## src/rtl/threshold_monitor_pkg.sv

```systemverilog
// Shared FSM state encoding, event codes and widths for threshold_monitor.
package threshold_monitor_pkg;

  typedef enum logic [1:0] {
    ST_BELOW      = 2'd0,
    ST_CONFIRM_UP = 2'd1,
    ST_ABOVE      = 2'd2,
    ST_CONFIRM_DN = 2'd3
  } state_t;

  localparam logic [1:0] EVT_NONE = 2'b00;
  localparam logic [1:0] EVT_RISE = 2'b01;
  localparam logic [1:0] EVT_FALL = 2'b10;

  localparam int CNT_W   = 4;
  localparam int STATS_W = 16;

endpackage

```

## src/rtl/threshold_monitor_mag_cmp.sv

```systemverilog
// Purely combinational unsigned magnitude comparator (a versus b).
module mag_cmp #(
  parameter int WIDTH = 8
) (
  input  logic [WIDTH-1:0] a,
  input  logic [WIDTH-1:0] b,
  output logic             gt,
  output logic             eq,
  output logic             lt
);

  assign gt = (a > b);
  assign eq = (a == b);
  assign lt = (a < b);

endmodule

```

## src/rtl/threshold_monitor.sv

```systemverilog
// Debounced hysteresis threshold monitor with valid/ready sample input and event output.
// Optional THRESHOLD_MONITOR_STATS_EN adds a saturating 16-bit accepted-event counter.
module threshold_monitor
  import threshold_monitor_pkg::*;
#(
  parameter int WIDTH    = 8,
  parameter int DEBOUNCE = 3
) (
  input  logic             clk,
  input  logic             rst,
  input  logic             in_valid,
  output logic             in_ready,
  input  logic [WIDTH-1:0] in_data,
  input  logic [WIDTH-1:0] thr_hi,
  input  logic [WIDTH-1:0] thr_lo,
  output logic             level_hi,
  output logic             evt_valid,
  input  logic             evt_ready,
  output logic [1:0]       evt_type
`ifdef THRESHOLD_MONITOR_STATS_EN
  ,
  output logic [STATS_W-1:0] evt_count
`endif
);

  localparam logic [CNT_W-1:0] DEB = CNT_W'(DEBOUNCE);

  state_t           state_reg, state_next;
  logic [CNT_W-1:0] cnt_reg, cnt_next, cnt_inc;
  logic             evt_valid_reg, evt_valid_next;
  logic [1:0]       evt_type_reg, evt_type_next;
  logic             level_hi_reg, level_hi_next;
  logic             accept;

  // Index 0 compares against thr_hi, index 1 against thr_lo.
  logic [WIDTH-1:0] thr [2];
  logic [1:0]       cmp_gt, cmp_eq, cmp_lt;
  logic             unused_cmp;

  assign thr[0] = thr_hi;
  assign thr[1] = thr_lo;

  genvar gi;
  generate
    for (gi = 0; gi < 2; gi++) begin : g_cmp
      mag_cmp #(.WIDTH(WIDTH)) u_mag_cmp (
        .a  (in_data),
        .b  (thr[gi]),
        .gt (cmp_gt[gi]),
        .eq (cmp_eq[gi]),
        .lt (cmp_lt[gi])
      );
    end
  endgenerate

  assign unused_cmp = &{1'b0, cmp_gt[1], cmp_lt[0], cmp_eq};

  assign in_ready  = !evt_valid_reg;
  assign accept    = in_valid && in_ready;
  assign cnt_inc   = cnt_reg + CNT_W'(1);
  assign evt_valid = evt_valid_reg;
  assign evt_type  = evt_type_reg;
  assign level_hi  = level_hi_reg;

  always_comb begin
    state_next     = state_reg;
    cnt_next       = cnt_reg;
    evt_valid_next = evt_valid_reg;
    evt_type_next  = evt_type_reg;
    level_hi_next  = level_hi_reg;

    if (evt_valid_reg && evt_ready) begin
      evt_valid_next = 1'b0;
      evt_type_next  = EVT_NONE;
    end

    // accept implies no event is pending, so a new event never collides with a clear.
    if (accept) begin
      case (state_reg)
        ST_BELOW, ST_CONFIRM_UP: begin
          if (cmp_gt[0]) begin
            if ((state_reg == ST_BELOW ? CNT_W'(1) : cnt_inc) == DEB) begin
              state_next     = ST_ABOVE;
              cnt_next       = '0;
              evt_valid_next = 1'b1;
              evt_type_next  = EVT_RISE;
              level_hi_next  = 1'b1;
            end else begin
              state_next = ST_CONFIRM_UP;
              cnt_next   = (state_reg == ST_BELOW) ? CNT_W'(1) : cnt_inc;
            end
          end else begin
            state_next = ST_BELOW;
            cnt_next   = '0;
          end
        end
        ST_ABOVE, ST_CONFIRM_DN: begin
          if (cmp_lt[1]) begin
            if ((state_reg == ST_ABOVE ? CNT_W'(1) : cnt_inc) == DEB) begin
              state_next     = ST_BELOW;
              cnt_next       = '0;
              evt_valid_next = 1'b1;
              evt_type_next  = EVT_FALL;
              level_hi_next  = 1'b0;
            end else begin
              state_next = ST_CONFIRM_DN;
              cnt_next   = (state_reg == ST_ABOVE) ? CNT_W'(1) : cnt_inc;
            end
          end else begin
            state_next = ST_ABOVE;
            cnt_next   = '0;
          end
        end
        default: begin
          state_next = ST_BELOW;
          cnt_next   = '0;
        end
      endcase
    end
  end

  always_ff @(posedge clk) begin
    if (rst) begin
      state_reg     <= ST_BELOW;
      cnt_reg       <= '0;
      evt_valid_reg <= 1'b0;
      evt_type_reg  <= EVT_NONE;
      level_hi_reg  <= 1'b0;
    end else begin
      state_reg     <= state_next;
      cnt_reg       <= cnt_next;
      evt_valid_reg <= evt_valid_next;
      evt_type_reg  <= evt_type_next;
      level_hi_reg  <= level_hi_next;
    end
  end

`ifdef THRESHOLD_MONITOR_STATS_EN
  logic [STATS_W-1:0] evt_count_reg;

  always_ff @(posedge clk) begin
    if (rst) begin
      evt_count_reg <= '0;
    end else if (evt_valid_reg && evt_ready && (evt_count_reg != {STATS_W{1'b1}})) begin
      evt_count_reg <= evt_count_reg + STATS_W'(1);
    end
  end

  assign evt_count = evt_count_reg;
`endif

endmodule
```

## config.mk

```make
export PLATFORM = sky130hd
export DESIGN_NAME = threshold_monitor
export DESIGN_NICKNAME = d
export VERILOG_FILES = /design/src/rtl/threshold_monitor_pkg.sv /design/src/rtl/threshold_monitor_mag_cmp.sv /design/src/rtl/threshold_monitor.sv
export SDC_FILE = /design/constraint.sdc
export NUM_CORES = 1
export LEC_CHECK = 0
export CORE_MARGIN = 10
export CORE_UTILIZATION = 47
export DETAILED_ROUTE_END_ITERATION = 7
export GPL_TIMING_DRIVEN = 0
export PLACE_DENSITY = 0.85
export SYNTH_ARGS = -nofsm -noshare
export SYNTH_HDL_FRONTEND = slang
export SYNTH_SLANG_ARGS = --single-unit
```

## constraint.sdc

```tcl
create_clock -name clk -period 3.4 [get_ports clk]
set_input_delay 0.68 -clock clk [delete_from_list [all_inputs] [get_ports clk]]
set_output_delay 0.68 -clock clk [all_outputs]
set_load 0.02 [all_outputs]
```

==> summary.md <==
| Metric | Value |
|---|---|
| Most frequent cells in the layout | `clkdlybuf4s50_1 (31), inv_1 (17), ha_1 (16), nand2_1 (10), dfxtp_1 (10)` |
| Ys async rst share | `0` |
| Starting density of the core | `0.502` |
| Total grt overflow | `0` |
| First-pass GRT wire length | `3.88 mm` |
| Vias in the first global route | `889` |
| Unrepaired setup endpoints after global routing | `no` |
| Sequential-to-total area share from yosys stat | `0.229` |
| Req. time, crit path | `3.61 ns` |
| Synth unique cells | `34` |
| Final HPWL DP | `2.03 mm` |
| Worst setup margin | `0.965 ns` |
| Crit path launch type | `primary input` |
| Crit path DAT | `2.64 ns` |
| Ys flop type | `dfxtp_1` |
| P per Cell Area | `242 mW/mm2` |
| Leakage Power | `0.000548 uW` |
| # H-tree levels | `1` |
| Fmax | `411 MHz` |
| Most common cell after layout, fill and taps aside | `clkdlybuf4s50_1` |
| Critical path class | `primary input to register` |
| #FFs+latches synth | `10` |
| Clk slew on worst S/H paths | `0.06 ns` |
| Mapped Area | `876 um2` |
| CTS sink count | `10` |
| Maximum buffer depth of the clock tree | `2` |
| Die area | `0.00399 mm2` |
| Final worst path period need | `2.43 ns` |
| HP Class | `register to register` |
| Synth warnings | `0` |
| Syn Area/Cell | `8.04 um2` |
| GR Util All Layers | `0.117` |
| EDFF count, synth | `0` |
| Final Cycle Share | `0.716` |
| Drt via density | `5.35` |
| Area delta synth->final | `41.6%` |
| Via count | `899` |
| Peak VDD IR | `192 uV` |
| Routed wire length | `2.40 mm` |
| # Post-CTS Setup Buffers | `0` |
| Synth Instances | `109` |
| Row count | `15` |
| Antenna Nets Post-Route | `0` |
| Endpoints failing setup | `0` |
| Share of cells above drive strength 1 | `0.0839` |
| DRC | `0` |
| DRT iter0 DRCs | `21` |
| I/O Buffers | `31` |
| Max reg flops | `4` |
| Final Instance Count excl. Fillers | `168` |
| Ports | `33` |
| Placement Setup Slack | `0.703 ns` |
| Final core occ | `0.710` |
| WHS | `0.465 ns` |
| Core area | `0.00175 mm2` |
| Initial antenna violation count | `0` |
| Post-cts sizing count | `0` |
| Measured slew at the worst slew-check pin | `0.396 ns` |
| Syn Nets | `153` |
| DRT Pass-1 Iters | `4` |
| Crit. End Element | `register` |
| CP Max Fanout | `6` |
| CTS buffer count | `3` |
| Die Width | `63.2 um` |
| Max_cap viols | `0` |
| Status | `completed` |
| Die Span Y | `63.2 um` |
| # diodes | `0` |
| RePlAce Congestion | `0.761` |
| WL/cell | `14.3 um` |
| Fin Setup TNS | `0 ns` |
| Largest net degree at the start of global routing | `11` |
| Worst-Skew Late Latency | `0.28 ns` |
| Slew HR | `0.732` |
| Root Buffer | `clkbuf_4` |
| CTS tree | `yes` |
| Layout net count | `189` |
| Post-Place Cells | `165` |
| Skew final | `0.000429 ns` |
| Hold buffer count at cts | `0` |
| Final Hold Vio Count | `0` |
| Slew Limit Fails | `0` |
[routing by layer]
layer	track usage	vias to the layer above	part of all wire
li1	-	461	-
met1	0.136	405	0.46
met2	0.193	27	0.46
met3	0.0353	6	0.055
met4	0.0492	0	0.017
met5	0	-	0
[where the power goes]
| part | switching [uW] | total (uW) | leakage, uW | internal [uW] |
|---|---|---|---|---|
| registers | 2.75 | 122 | 0.0000807 | 119 |
| clock network | 44.4 | 85.6 | 0.0000138 | 41.2 |
| logic | 40.0 | 93.4 | 0.000454 | 53.5 |
| total | 87.1 | 301 | 0.000548 | 213 |
[worst max-delay path: stages]
cell and delay [ns]:
clkdlybuf4s50_1 0.46, inv_1 0.04, ha_1 0.17, or4_4 0.53, a21oi_2 0.17, o311ai_1 0.16
o21ai_2 0.16, nand4_1 0.13, a31oi_1 0.16
[path summary, 6_finish.rpt]
path,start,end,slack [ns],cells after the start
setup / recovery,thr_lo[1],cnt_reg[3]$_SDFFE_PP0P_,0.97,9
hold / removal,level_hi$_SDFFE_PP0P_,level_hi$_SDFFE_PP0P_,0.47,2
setup reg to reg,cnt_reg[0]$_SDFFE_PP0P_,evt_valid$_SDFF_PP0_,1.58,6
hold reg to reg,level_hi$_SDFFE_PP0P_,level_hi$_SDFFE_PP0P_,0.47,2
[cells by family (layout without fill, tap and decap cells)]
family | Yosys count | count (layout) | share of synthesized area
XOR/XNOR | 1 | 1 | 0.0100
AND/OR/NAND/NOR | 39 | 39 | 0.260
adder cells (fa/ha/maj) | 16 | 16 | 0.229
AO/OA/AOI/OAI | 25 | 25 | 0.191
buffers and inverters | 18 | 52 | 0.0814
flip-flops | 10 | 10 | 0.229
[synth_stat cells, types with 2 or more instances]
| library cell | count | area (um2) |
|---|---|---|
| a21oi_1 | 9 | 45.0 |
| ha_1 | 16 | 200 |
| dfxtp_1 | 10 | 200 |
| o21ai_0 | 3 | 15.0 |
| and4_1 | 2 | 17.5 |
| nor2_1 | 5 | 18.8 |
| nor2b_1 | 2 | 12.5 |
| a31oi_1 | 2 | 12.5 |
| inv_1 | 17 | 63.8 |
| nand3_1 | 9 | 45.0 |
| nand2b_1 | 2 | 12.5 |
| nand2_1 | 10 | 37.5 |
[cell type report]
| cell class | count | area (um2) |
|---|---|---|
| multi-input combinational | 81 | 604 |
| fill | 152 | 505 |
| timing repair buffer | 31 | 310 |
| clock buffer | 3 | 22.5 |
| buffer | 1 | 7.51 |
| sequential | 10 | 200 |
| inverter | 17 | 63.8 |
| tap | 25 | 31.3 |
[metrics by stage]
| step | power (uW) | instance area [um2] |
|---|---|---|
| final | 301 | 1240 |
| after floorplan | 172 | 876 |
| after CTS | 302 | 1240 |
| after detailed placement | 218 | 1220 |
| after global routing | 316 | 1240 |
| after global placement | 212 | 1220 |
Note: power is estimated with default switching activity, not from simulation.
==> RTL change 1, RTL diff (same flow settings) <==
The option `THRESHOLD_MONITOR_STATS_EN` is turned on by a define.
--- a/src/rtl/threshold_monitor.sv
+++ b/src/rtl/threshold_monitor.sv
@@ -1,4 +1,6 @@
 // Debounced hysteresis threshold monitor with valid/ready sample input and event output.
 // Optional THRESHOLD_MONITOR_STATS_EN adds a saturating 16-bit accepted-event counter.
+`define THRESHOLD_MONITOR_STATS_EN
+
 module threshold_monitor
   import threshold_monitor_pkg::*;
Formal check against the unedited RTL (old outputs only; new: evt_count): equivalent (Yosys induction, for registers that start in step).
==> RTL change 1 against the unedited design <==
Area after synthesis is 82% higher. Sequential cell count is 16 higher. Design area is 75% higher. Sequential share of layout area is 7.8 points higher. Power is 110% higher. Clock skew is 9.1 ps higher. Routed wire length is 59% higher. Worst setup slack worse by 220 ps. First-iteration DRC count grew to 5.1 times the old value. Sequential power grew to 2.5 times the old value. Worst hold slack better by 43 ps. Critical path depth stayed put. Synthesized cell count is 80% higher. Critical path type unchanged. Critical endpoint is now evt_type[1]$_SDFF_PP0_. Largest cell class unchanged. Highest routed layer unchanged.
==> RTL change 1: results (changes against the unedited design) <==
worst-margin pin slew - 645 ps (+249 ps)
Final HPWL DP - 3.15 mm (+55%)
initial antenna violation count - 0 (unchanged)
multiplexer share of the synthesized area - 1.26% (+1.3 points)
placed inst area - 2120 µm² (+74%)
share of layout cells above drive strength 1 - 2.43% (-6.0 points)
number of global-route vias before repair - 1408 (+58%)
gr usage total - 12.0% (+0.31 points)
Initial DRT Pass Iterations - 4 (unchanged)
Syn Area/Cell - 8.11 µm² (+0.98%)
Leak - 0.856 nW (+56%)
number of port buffers - 47 (+52%)
FF-to-FF path depth - 7 (+1)
maximum VDD drop - 0.230 mV (+20%)
via-per-instance ratio - 5.33 (-0.44%)
max reg flops - 16 (+12)
DR WL met2 - 1.84 mm (+65%)
WHS - 508 ps (+42.6 ps)
adder-cell share of the synthesized area - 13.4% (-9.5 points)
pin count of the biggest net entering global routing - 16 (+5)
Commonest cells post-synth - dfxtp_1, nor2_1, inv_1
status - finished, final reports clean
synth unique cells - 40 (+18%)
Layout Cells excl Fill - 293 (+74%)
xor and xnor fraction of the mapped netlist area - 7.16% (+6.2 points)
Critical Path End - evt_type[1]$_SDFF_PP0_
wire length per cell - 13.0 µm (-8.8%)
Final Skew - 9.49 ps (+9.06 ps)
post-CTS resize count - 0 (unchanged)
start point of the worst min-delay path - evt_type[0]$_SDFF_PP0_
largest cells by area after synthesis - dfxtp_1, ha_1, nor2_1
crit path launch - thr_hi[5]
WL met3 - 232 µm (+76%)
clock-pin slew on the worst setup and hold paths - 130 ps (+70 ps)
Worst Hold End - evt_type[0]$_SDFF_PP0_
worst-path fanout max - 4 (-2)
final worst-path cycle share - 77.9% (+6.3 points)
post-synthesis sequential area ratio - 32.7% (+9.9 points)
1st-iter DRT viols - 108 (+410%)
Compound-Gate Fraction of Synth Area - 13.8% (-5.3 points)
Worst-Skew Late Latency - 330 ps (+50 ps)
Arr. time, crit path - 2880 ps (+240 ps)
Mapped Nets - 241 (+58%)
placed insts - 289 (+75%)
pre-CTS WS - 398 ps (-305 ps)
global-route wire length before repair - 6.27 mm (+62%)
antenna cells - 0 (unchanged)
FF-to-FF setup slack - 1360 ps (-220 ps)
reg2reg end - level_hi$_SDFFE_PP0P_
RePlAce Congestion - 0.846 (+11%)
[RTL change 1: layout make-up]
class / instances / area (µm²)
flip-flops and latches: 26 / 520
inverters: 18 / 67.6
repair buffers: 47 / 470
multi-input cells: 149 / 991
fillers: 289 / 1140
clock buffers: 3 / 22.5
plain buffers: 3 / 11.3
clock inverters: 1 / 30.0
well taps: 46 / 57.6
[RTL change 1: power by group]
group	switching, mW	internal, mW
clock	0.0926	0.119
combinational	0.0452	0.0557
sequential	0.00345	0.307
total	0.141	0.482
[RTL change 1: worst max-delay path: stages]
cell and delay (ps):
clkdlybuf4s50_1 470, inv_1 40, ha_1 280, a211oi_1 60
nor2_1 130, and4bb_1 230, or2_1 260, or4_4 570
and2_1 160
[RTL change 1: routing by layer]
layer | GRT usage, % | up-vias
li1 | - | 801
met5 | 0 | -
met4 | 2.69 | 0
met2 | 20.8 | 42
met3 | 4.56 | 6
met1 | 13.6 | 712
==> RTL change 2, RTL diff (same settings) <==
Without the edit above. Re-encode `state_t` (4 states) as one-hot, 4 bits wide.
--- a/src/rtl/threshold_monitor_pkg.sv
+++ b/src/rtl/threshold_monitor_pkg.sv
@@ -2,9 +2,9 @@
 package threshold_monitor_pkg;
 
-  typedef enum logic [1:0] {
-    ST_BELOW      = 2'd0,
-    ST_CONFIRM_UP = 2'd1,
-    ST_ABOVE      = 2'd2,
-    ST_CONFIRM_DN = 2'd3
+  typedef enum logic [3:0] {
+    ST_BELOW      = 4'b0001,
+    ST_CONFIRM_UP = 4'b0010,
+    ST_ABOVE      = 4'b0100,
+    ST_CONFIRM_DN = 4'b1000
   } state_t;
 
Function: same outputs for any inputs over 10 cycles, from zero or initial values and one cycle with rst high; not proved beyond that.
==> RTL change 2 against the unedited design <==
Register-to-register slack got worse by 400 ps. Area after synthesis up 40%. Die area up 26%. Routed wire length rose by 33%. Non-clock buffer count up 3. Design area rose by 29%. Worst setup slack got worse by 450 ps. Critical path type unchanged. Power up 23%. Sequential power is 22% higher. Sequential cell count increased by 2. Combinational power is 49% higher. Fmax fell by 16%. Core utilization decreased by 6.7 points. First-iteration DRC count rose to 3.4 times the old value.
==> RTL change 2: results (changes against the unedited design) <==
RePlAce Congestion - 0.857 (+13%)
Commonest cells post-synth - inv_1, ha_1, dfxtp_1
largest cells by area after synthesis - dfxtp_1, ha_1, inv_1
synth unique cells - 42 (+24%)
Hold Crit Depth - 2 (unchanged)
CP max-delay cell - clkdlybuf4s50_1
via count - 1246 (+39%)
post-CTS resize count - 0 (unchanged)
FF-to-FF path depth - 7 (+1)
Mapped Nets - 199 (+30%)
Worst slew margin - 61.4% (-12 points)
maximum VDD drop - 0.246 mV (+28%)
WHS - 477 ps (+11.5 ps)
slowest stage delay, CP - 450 ps (-80 ps)
pin count of the biggest net entering global routing - 11 (unchanged)
Arr. time, crit path - 3060 ps (+420 ps)
Net Sw Frac - 31.1% (+2.1 points)
worst-path fanout max - 7 (+1)
number of global-route vias before repair - 1282 (+44%)
Final Skew - 2.23 ps (+1.81 ps)
clock buffer depth - 2 (unchanged)
Root Driver - clkbuf_4
global-route wire length before repair - 5.75 mm (+48%)
post-synthesis sequential area ratio - 19.6% (-3.2 points)
setup bufs post-CTS - 0 (unchanged)
gr usage total - 13.3% (+1.7 points)
1st-iter DRT viols - 71 (+240%)
antenna cells - 0 (unchanged)
Worst-Skew Late Latency - 260 ps (-20 ps)
top cell type's share of synthesized area - 19.6% (-3.2 points)
asr flop ratio synth - 0% (unchanged)
Top FF cell, synth - dfxtp_1
number of port buffers - 31 (unchanged)
initial antenna violation count - 0 (unchanged)
Leak - 0.660 nW (+20%)
CP top delay family - compound AO/OA/AOI/OAI gates
status - finished, final reports clean
WL final - 3.18 mm (+33%)
H-tree depth - 1 (unchanged)
yosys warns - 0 (unchanged)
sum of negative setup slack - 0 ps (unchanged)
Final HPWL DP - 2.71 mm (+34%)
Final Net Count - 235 (+24%)
clock-pin slew on the worst setup and hold paths - 60 ps (about the same)
share of layout cells above drive strength 1 - 7.41% (-0.98 points)
==> RTL change 2: cell count changes after synthesis, moves of 3 or more <==
| cell | before | now |
|---|---|---|
| o21ai_0 | 3 | 10 |
| inv_1 | 17 | 21 |
| nand2b_1 | 2 | 6 |
| a211oi_1 | 1 | 4 |
| clkbuf_1 | 0 | 3 |
| nor2b_1 | 2 | 5 |
| o311ai_0 | 0 | 3 |
==> RTL change 2: logic make-up (layout without fill, tap and decap cells) <==
family                     after synthesis  after routing  share of synthesized area (%)
AOI/OAI and AO/OA                       48             48                           30.7
adders and majority gates               16             16                           16.4
DFF                                     12             12                           19.6
and+or+nand+nor                         52             52                           24.2
buffers and inverters                   25             59                           7.67
xor gates and xnor gates                 2              2                           1.43
==> RTL change 2: worst paths after layout <==
kind                            from                       to  slack, ps
max reg2reg  cnt_reg[0]$_SDFFE_PP0P_    level_hi$_SDFFE_PP0P_       1180
min reg2reg   evt_type[0]$_SDFF_PP0_   evt_type[0]$_SDFF_PP0_        480
max                        thr_lo[7]  cnt_reg[2]$_SDFFE_PP0P_        510
min           evt_type[0]$_SDFF_PP0_   evt_type[0]$_SDFF_PP0_        480
==> RTL change 2: final cells by class <==
| class | count | area (µm²) |
|---|---|---|
| Inverter | 21 | 78.8 |
| Sequential cell | 12 | 240 |
| Clock buffer | 3 | 22.5 |
| Timing Repair Buffer | 31 | 310 |
| Fill cell | 220 | 883 |
| Buffer | 4 | 15.0 |
| Multi-Input combinational cell | 118 | 890 |
| Tap cell | 30 | 37.5 |
==> RTL change 2: worst reg2reg max path: stages, from the launching register on <==
cell and delay (ps):
dfxtp_1 450, ha_1 260, xor2_1 110, nor4b_4 520, or3_1 190, o311ai_0 120, a211oi_1 300, o221a_1 220
==> RTL change 2: per-stage QoR <==
| step | setup WS (ps) | utilization, % | instances | power, mW | instance area, µm² |
|---|---|---|---|---|---|
| after floorplan | 942 | - | 155 | 0.235 | 1220 |
| after global placement | 279 | 63.4 | 216 | 0.285 | 1570 |
| after detailed placement | 281 | 63.4 | 216 | 0.289 | 1570 |
| after CTS | 544 | 64.3 | 219 | 0.373 | 1590 |
| after global routing | 429 | 64.3 | 219 | 0.400 | 1590 |
| final | 515 | 64.3 | 219 | 0.370 | 1590 |
==> RTL change 2: per-layer routing <==
layer / up-vias / GRT usage (%) / wire [µm]
met4: 0 / 3.01 / 56
li1: 637 / - / -
met2: 34 / 24.6 / 1730
met3: 6 / 3.07 / 118
met5: - / 0 / 0
met1: 569 / 14.9 / 1280
==> RTL change 2: power by group through the flow <==
stage                     clock (mW)  combinational (mW)  sequential [mW]
after floorplan                    0              0.0833            0.151
after global placement             0               0.133            0.152
after detailed placement           0               0.137            0.152
after CTS                     0.0858               0.139            0.149
after global routing          0.0937               0.157            0.150
final                         0.0816               0.139            0.149
